File: src/rtl/keypad_decoder_if.sv
// Scanner-to-decoder link: the one-hot key code in, decoded key state and
// two-digit history out toward the display driver.
interface keypad_decoder_if;
  logic [7:0] key_val;
  logic [3:0] key_hex;
  logic       key_pressed;
  logic       key_pulse;
  logic [3:0] digit_new;
  logic [3:0] digit_old;

  modport master (output key_val,
                  input  key_hex, key_pressed, key_pulse, digit_new, digit_old);
  modport slave  (input  key_val,
                  output key_hex, key_pressed, key_pulse, digit_new, digit_old);
endinterface

File: src/rtl/keypad_decoder.sv
// Debounces a one-hot row/col keypad code, emits one pulse per accepted press
// and shifts the decoded hex digit into a two-entry history.
module keypad_decoder #(
  parameter int DEBOUNCE_CYCLES = 20000
) (
  input  logic              clk,
  input  logic              reset,
  keypad_decoder_if.slave   kif
);
  localparam int CW = $clog2(DEBOUNCE_CYCLES) + 1;
  localparam logic [CW-1:0] LAST = CW'(DEBOUNCE_CYCLES - 1);
  localparam logic [CW-1:0] ONE  = CW'(1);

  typedef enum logic [1:0] {IDLE, DEBOUNCE, HELD, RELEASE} state_e;

  function automatic logic onehot4(input logic [3:0] v);
    return (v != 4'd0) && ((v & (v - 4'd1)) == 4'd0);
  endfunction

  function automatic logic [1:0] idx4(input logic [3:0] v);
    logic [1:0] i;
    i = 2'd3;
    case (v)
      4'b0001: i = 2'd0;
      4'b0010: i = 2'd1;
      4'b0100: i = 2'd2;
      default: i = 2'd3;
    endcase
    return i;
  endfunction

  function automatic logic [3:0] decode(input logic [7:0] c);
    logic [3:0] h;
    h = 4'h0;
    case ({idx4(c[7:4]), idx4(c[3:0])})
      4'h0: h = 4'h1;  4'h1: h = 4'h2;  4'h2: h = 4'h3;  4'h3: h = 4'hA;
      4'h4: h = 4'h4;  4'h5: h = 4'h5;  4'h6: h = 4'h6;  4'h7: h = 4'hB;
      4'h8: h = 4'h7;  4'h9: h = 4'h8;  4'hA: h = 4'h9;  4'hB: h = 4'hC;
      4'hC: h = 4'hE;  4'hD: h = 4'h0;  4'hE: h = 4'hF;  4'hF: h = 4'hD;
      default: h = 4'h0;
    endcase
    return h;
  endfunction

  state_e        state_q, state_d;
  logic [7:0]    cand_q, cand_d;
  logic [CW-1:0] cnt_q, cnt_d;
  logic [3:0]    key_hex_q, key_hex_d;
  logic          key_pressed_q, key_pressed_d;
  logic          key_pulse_q, key_pulse_d;
  logic [3:0]    digit_new_q, digit_new_d;
  logic [3:0]    digit_old_q, digit_old_d;

  logic valid, match;
  assign valid = onehot4(kif.key_val[7:4]) && onehot4(kif.key_val[3:0]);
  assign match = (kif.key_val == cand_q);

  always_comb begin
    state_d       = state_q;
    cand_d        = cand_q;
    cnt_d         = cnt_q;
    key_hex_d     = key_hex_q;
    key_pressed_d = key_pressed_q;
    key_pulse_d   = 1'b0;
    digit_new_d   = digit_new_q;
    digit_old_d   = digit_old_q;
    case (state_q)
      IDLE: begin
        if (valid) begin
          cand_d  = kif.key_val;
          cnt_d   = ONE;
          state_d = DEBOUNCE;
        end
      end
      DEBOUNCE: begin
        if (match) begin
          if (cnt_q == LAST) begin
            state_d       = HELD;
            cnt_d         = '0;
            key_hex_d     = decode(cand_q);
            digit_old_d   = digit_new_q;
            digit_new_d   = decode(cand_q);
            key_pressed_d = 1'b1;
            key_pulse_d   = 1'b1;
          end else begin
            cnt_d = cnt_q + ONE;
          end
        end else if (valid) begin
          cand_d = kif.key_val;
          cnt_d  = ONE;
        end else begin
          state_d = IDLE;
          cnt_d   = '0;
        end
      end
      HELD: begin
        if (!match) begin
          cnt_d   = ONE;
          state_d = RELEASE;
        end
      end
      RELEASE: begin
        // a returning key is a glitch, not a new press
        if (match) begin
          state_d = HELD;
          cnt_d   = '0;
        end else if (cnt_q == LAST) begin
          state_d       = IDLE;
          cnt_d         = '0;
          key_pressed_d = 1'b0;
        end else begin
          cnt_d = cnt_q + ONE;
        end
      end
      default: state_d = IDLE;
    endcase
  end

  always_ff @(posedge clk or posedge reset) begin
    if (reset) begin
      state_q       <= IDLE;
      cand_q        <= '0;
      cnt_q         <= '0;
      key_hex_q     <= '0;
      key_pressed_q <= 1'b0;
      key_pulse_q   <= 1'b0;
      digit_new_q   <= '0;
      digit_old_q   <= '0;
    end else begin
      state_q       <= state_d;
      cand_q        <= cand_d;
      cnt_q         <= cnt_d;
      key_hex_q     <= key_hex_d;
      key_pressed_q <= key_pressed_d;
      key_pulse_q   <= key_pulse_d;
      digit_new_q   <= digit_new_d;
      digit_old_q   <= digit_old_d;
    end
  end

  assign kif.key_hex     = key_hex_q;
  assign kif.key_pressed = key_pressed_q;
  assign kif.key_pulse   = key_pulse_q;
  assign kif.digit_new   = digit_new_q;
  assign kif.digit_old   = digit_old_q;
endmodule

File: src/flat_wrapper.sv
// flat-port wrapper written by rule: the top's interface ports become plain ports
module keypad_decoder_flat 
#(
  parameter int DEBOUNCE_CYCLES = 20000
)
  (clk, reset, kif_key_val, kif_key_hex, kif_key_pressed, kif_key_pulse, kif_digit_new, kif_digit_old);
  keypad_decoder_if kif_i ();
  input  logic clk;
  input  logic reset;
  input wire logic [$bits(kif_i.key_val)-1:0] kif_key_val;
  output wire logic [$bits(kif_i.key_hex)-1:0] kif_key_hex;
  output wire logic [$bits(kif_i.key_pressed)-1:0] kif_key_pressed;
  output wire logic [$bits(kif_i.key_pulse)-1:0] kif_key_pulse;
  output wire logic [$bits(kif_i.digit_new)-1:0] kif_digit_new;
  output wire logic [$bits(kif_i.digit_old)-1:0] kif_digit_old;
  assign kif_i.key_val = kif_key_val;
  assign kif_key_hex = kif_i.key_hex;
  assign kif_key_pressed = kif_i.key_pressed;
  assign kif_key_pulse = kif_i.key_pulse;
  assign kif_digit_new = kif_i.digit_new;
  assign kif_digit_old = kif_i.digit_old;
  keypad_decoder #(.DEBOUNCE_CYCLES(DEBOUNCE_CYCLES)) u_core (.clk(clk), .reset(reset), .kif(kif_i));
endmodule
File: config.mk
export PLATFORM = sky130hd
export DESIGN_NAME = keypad_decoder_flat
export DESIGN_NICKNAME = d
export VERILOG_FILES = /design/src/rtl/keypad_decoder_if.sv /design/src/rtl/keypad_decoder.sv /design/src/flat_wrapper.sv
export SDC_FILE = /design/constraint.sdc
export NUM_CORES = 1
export LEC_CHECK = 0
export ABC_CLOCK_PERIOD_IN_PS = 3100
export CAP_MARGIN = 20
export CELL_PAD_IN_SITES_DETAIL_PLACEMENT = 1
export CELL_PAD_IN_SITES_GLOBAL_PLACEMENT = 1
export CORE_MARGIN = 2
export CORE_UTILIZATION = 44
export DETAILED_ROUTE_END_ITERATION = 12
export PLACE_DENSITY_LB_ADDON = 0.05
export SLEW_MARGIN = 0
export SYNTH_ARGS = -nofsm -noshare
export SYNTH_HDL_FRONTEND = slang
export SYNTH_SLANG_ARGS = --single-unit
File: constraint.sdc
create_clock -name clk -period 3.1 [get_ports clk]
set_clock_uncertainty 0.15 [all_clocks]
set_input_delay 0.62 -clock clk [delete_from_list [all_inputs] [get_ports clk]]
set_output_delay 0.62 -clock clk [all_outputs]
set_load 0.05 [all_outputs]
# --- Word-level counts from Yosys, hierarchy flattened ---
# Memories as Yosys holds them, arrays and structs flattened. A register that Yosys moved wholly into a read port is not among the register bits.
# Index checks and enable logic that the tools add are counted.
# W data, S select, Z words.
totals:
  ff_bits: 32
  mem_bits_ro: 128
  in_bits: 10
  out_inout_bits: 14
  word_cells: 83
  memories: 2
memory_table:
  columns: ["memory", "words", "word_bits", "read_ports", "rd_ports_with_merged_regs", "wr", "line_no", "text"]
  rows:
  - ["(no name shown)", 16, 4, 1, 1, 0, "keypad_decoder.sv:35", "case ({idx4(c[7:4]), idx4(c[3:0])})"]
  - ["(no name shown)", 16, 4, 1, 1, 0, "keypad_decoder.sv:35", null]
classes:
  n_addsub: 3
  eq_ne: 21
  muxes: 34
  n_bitwise: 2
  n_reduce_logical: 15
op_table:
  columns: ["op", "n"]
  rows:
  - ["$mux W16", 5]
  - ["$pmux W16 S4", 1]
  - ["$mux W2", 13]
  - ["$add A16 B1 Y16 const B", 1]
  - ["$eq A16 B15 Y1 const B", 1]
  - ["$mux W8", 2]
  - ["$pmux W8 S2", 1]
  - ["$pmux W2 S3", 2]
  - ["$reduce_and A5 Y1", 2]
  - ["$and A4 B4 Y4", 2]
  - ["$eq A4 B1 Y1 const B", 2]
  - ["$eq A4 B2 Y1 const B", 2]
  - ["$eq A4 B3 Y1 const B", 2]
  - ["$eq A8 B8 Y1", 1]
  - ["$logic_not A4 Y1", 2]
  - ["$mux W1", 8]
  - ["$ne A2 B1 Y1 const B", 4]
  - ["$pmux W2 S4", 1]
  - ["$reduce_bool A4 Y1", 2]
  - ["$sub A4 B1 Y4 const B", 2]
  - ["$ne A2 B2 Y1 const B", 3]
  - ["$ne A3 B3 Y1 const B", 2]
  - ["$eq A2 B2 Y1 const B", 2]
  - ["$reduce_and A2 Y1", 2]
  - ["7 further kinds", 10]

# --- Depth between registers and ports, before layout ---
logic_depth:
  depth_word: 8
  depth_mapped: 9
  ltp_nobuf: 9

# --- Worst setup path before layout ---
# Ideal clock, no wire load.
synth_path:
  path_kind: "input port to flip-flop"
  start: "input kif_key_val[1]"
  end: "register u_core.digit_old_q[0], in the netlist u_core.kif.digit_old[0]"
  setup_ns: 0.125
  arrival_ns: 2.138
  required_ns: 2.825
  slack_ns: 0.687
  path_stages: 6
  path_buffers: 1
  cell_sequence: "xor2_1 > nor4_2 > nand2_2 > or4_4 > buf_6 > mux2_4"
synth_between:
  elab_chain_cells: 2
synth_lines:
  columns: ["element", "line_no", "text"]
  rows:
  - ["start: declaration", "flat_wrapper.sv:10", "input wire logic [$bits(kif_i.key_val)-1:0] kif_key_val;"]
  - ["$eq A8 B8 Y1", "keypad_decoder.sv:56", "assign match = (kif.key_val == cand_q);"]
  - ["$reduce_and A3 Y1 (no line)", null, null]
  - ["end signal: assignment", "keypad_decoder.sv:137", "digit_old_q <= digit_old_d;"]
  - ["end: declaration", "keypad_decoder.sv:52", "logic [3:0] digit_old_q, digit_old_d;"]
# No other way between the ends.
# A chain may end at the register's enable or synchronous reset.

# --- Worst setup path in the final report ---
layout_path:
  start: "input kif_key_val[2]"
  end: "register u_core.cnt_q[13]"
layout_between:
  elab_chain_cells: 7
  word_cells_on_any_way: 13
  classes_between: "add/sub (1); eq/ne (3); mux (3); bitwise (1); reduce/logical (5)"
layout_lines:
  columns: ["element", "line_no", "text"]
  rows:
  - ["$sub A4 B1 Y4", "keypad_decoder.sv:17", "return (v != 4'd0) && ((v & (v - 4'd1)) == 4'd0);"]
  - ["$and A4 B4 Y4", "keypad_decoder.sv:17", null]
  - ["$logic_not A4 Y1", "keypad_decoder.sv:17", null]
  - ["$logic_and A1 B1 Y1", "keypad_decoder.sv:17", null]
  - ["$logic_and A1 B1 Y1", "keypad_decoder.sv:55", "assign valid = onehot4(kif.key_val[7:4]) && onehot4(kif.key_val[3:0]);"]
  - ["$ne A2 B1 Y1 (no line)", null, null]
  - ["$reduce_and A2 Y1 (no line)", null, null]
  - ["end signal: assignment", "keypad_decoder.sv:132", "cnt_q <= cnt_d;"]
  - ["end: declaration", "keypad_decoder.sv:47", "logic [CW-1:0] cnt_q, cnt_d;"]
# Parallel ways exist; a longest one is shown, timed or not.

==> metrics.txt <==
outcome=complete, no violations; Total Routing Usage GR=21.4%; Crit Path Max Fanout=26; worst vdd ir=0.000273 V; Rel. slew slack=41.8%; number of synthesized flops with an enable pin=0; Post-CTS Setup Bufs=0; maximum root-to-sink buffer count=2; placed cell area=2460 um2; Sequential Area=901 um2; cells taking the most area after synthesis=dfrtp_1, mux2_2, xor2_1; Final Cell Area=2560 um2; non-filler cells in the finished layout=311; IO Pins=24; CP max stage cell=clkdlybuf4s50_1; count leader, synth=dfrtp_1; die width=73.9 um; Final Hold Fails=0; root buf cell=clkbuf_8; Mean Syn Cell Area=9.91 um2; CP Launch Type=input pin; ys flop type=dfrtp_1; diode count=0; total global routing overflow=0; CTS tree=yes; Tmin final=2720 ps; # fillers=532; post-DP HPWL=3800 um; Critical Path End Type=flip-flop; Yosys Warn Count=0; leak pwr=1.07 nW; Num CTS Buffers=5; Final Cycle Share=87.7%; f_max=368 MHz; total die area=5460 um2; final setup fails=0; WL/cell=16.6 um; number of antenna violations at the first check in global routing=0; Synth area leader=dfrtp_1; number of gates resized after CTS=0; effective utilization at floorplan=45.5%; PwrDens=481 nW/um2; worst path buffer plus inverter count=2; placed cells=303; Reg clk slew, reported paths=80 ps; crit-path max cell delay=520 ps; via count=1770; Post-synth ARST share=100%; Yosys cell types=48; Final #Nets=256; layout cells sized above 1=16.8%; port bufs=23; Die Y=73.9 um; Clock Latency Late Sink=280 ps; DRT Wirelength=5170 um; hold_buf cts=0; Synth-to-Final Area Change=18.9%; Layout Utilization=54.1%; synthesized netlist cell count=217; Final Max Tran Viols=0; Crit path required time=3160 ps; Placer Congestion=0.835; Multi-input gate area=1150 um2; DRC Markers=0; TritonCTS Sinks=36; Setup TNS=0 ps; number of global-route vias before repair=1901; synth cell count leaders=dfrtp_1, nand2_1, o21ai_0; Critical Path AT=2780 ps; post-synthesis sequential area ratio=41.9%; RSZ-0062 raised after global routing=false; Via density=5.69; worst path cell trace=clkdlybuf4s50_1 -> xor2_1 -> nor4_2 -> and2_2 -> mux2i_4 -> buf_12 -> a41oi_1 -> a31oi_1; worst slew pin tran=861 ps; Iter 0 DRT Violations=63; Crit path max-delay family=buffers and inverters; CP Class=in2reg; H-tree Lvls=2; post-route ant nets=0; Max Cap Viol=0; first-pass GRT wire length=8970 um; largest net degree at the start of global routing=27; post-synthesis cell area=2150 um2; core area=4720 um2; syn nets=230; row count=25; number of synthesized register bits=36; Synth top area share=41.9%; hold crit path type=reg2reg; drt first pass iters=4
-- state kept, by name, indices dropped and copies added, names as in the netlist, named ones only --
register                count
u_core.kif.key_hex          4
u_core.cand_q               8
u_core.state_q              1
u_core.cnt_q               16
u_core.kif.key_pressed      1
u_core.kif.digit_old        4
u_core.kif.key_pulse        1
-- power breakdown --
group | switching [mW] | internal, mW
registers | 0.0684 | 0.511
clock network | 0.170 | 0.177
logic | 0.163 | 0.140
-- cells in the final DEF (no fill, tap or decap), drive strengths merged, types with 3 or more instances in the layout --
master         synthesis  final
buf                    9      8
nor2                  10     10
nor3                   6      6
and3                   7      7
dfrtp                 36     36
nand3                  8      8
ha                     3      3
clkdlybuf4s50          0     23
and2                   4      4
nor4b                  5      5
o21ai                 15     15
a21o                   4      4
xor2                  10     10
clkbuf                 3      6
mux2                  12     12
a22o                   4      4
a41oi                  3      3
xnor2                  4      4
a21oi                  8      8
inv                    7      7
a31oi                 10     10
nand2                 20     20
a211oi                 3      3
-- layer usage --
layer | GRT usage (%) | vias up | wire length, um
met2 | 37.6 | 29 | 2690
met3 | 5.08 | 2 | 168
met1 | 26.4 | 888 | 2290
met4 | 5.25 | 0 | 23
li1 | - | 851 | -
met5 | 0 | - | 0
-- stage by stage --
| step | setup WS, ps | power (mW) | hold slack [ps] |
|---|---|---|---|
| final | 382 | 1.23 | 354 |
| after global routing | 223 | 1.31 | 386 |
| after CTS | 384 | 1.24 | 353 |
| after detailed placement | 93.4 | 0.890 | 344 |
| after global placement | 154 | 0.859 | 331 |
| after floorplan | 687 | 0.787 | 303 |
-- kinds of logic (layout without fill, tap and decap cells) --
| group | count (synthesis) | count (layout) | share of synthesized area (%) |
|---|---|---|---|
| XOR/XNOR | 14 | 14 | 5.70 |
| buffers and inverters | 19 | 46 | 4.60 |
| flip-flops | 36 | 36 | 41.9 |
| adder cells (fa/ha/maj) | 3 | 3 | 1.75 |
| AO/OA/AOI/OAI | 56 | 56 | 17.8 |
| multiplexers | 14 | 14 | 8.15 |
| AND/OR/NAND/NOR | 75 | 75 | 20.1 |
-- path summary, 6_finish.rpt --
kind | from | to | slack, ps | cells past startpoint
max reg2reg | u_core.cand_q[1] | u_core.kif.key_hex[1] | 450 | 8
min reg2reg | u_core.cnt_q[11] | u_core.cnt_q[11] | 350 | 1
min in group asynchronous | reset | u_core.cnt_q[11] | 530 | 3
max | kif_key_val[2] | u_core.cnt_q[13] | 380 | 8
min | u_core.cnt_q[11] | u_core.cnt_q[11] | 350 | 1
max in group asynchronous | reset | u_core.cand_q[6] | 2060 | 3
-- final cells by class --
cell class / count / share of cell area [%]
clock inverter: 2 / 0.392
sequential: 36 / 35.2
multi-input combinational: 162 / 45.0
clock buffer: 6 / 3.23
tap: 67 / 3.28
timing repair buffer: 31 / 11.8
inverter: 7 / 1.03
Note: power is estimated with default switching activity, not from simulation.
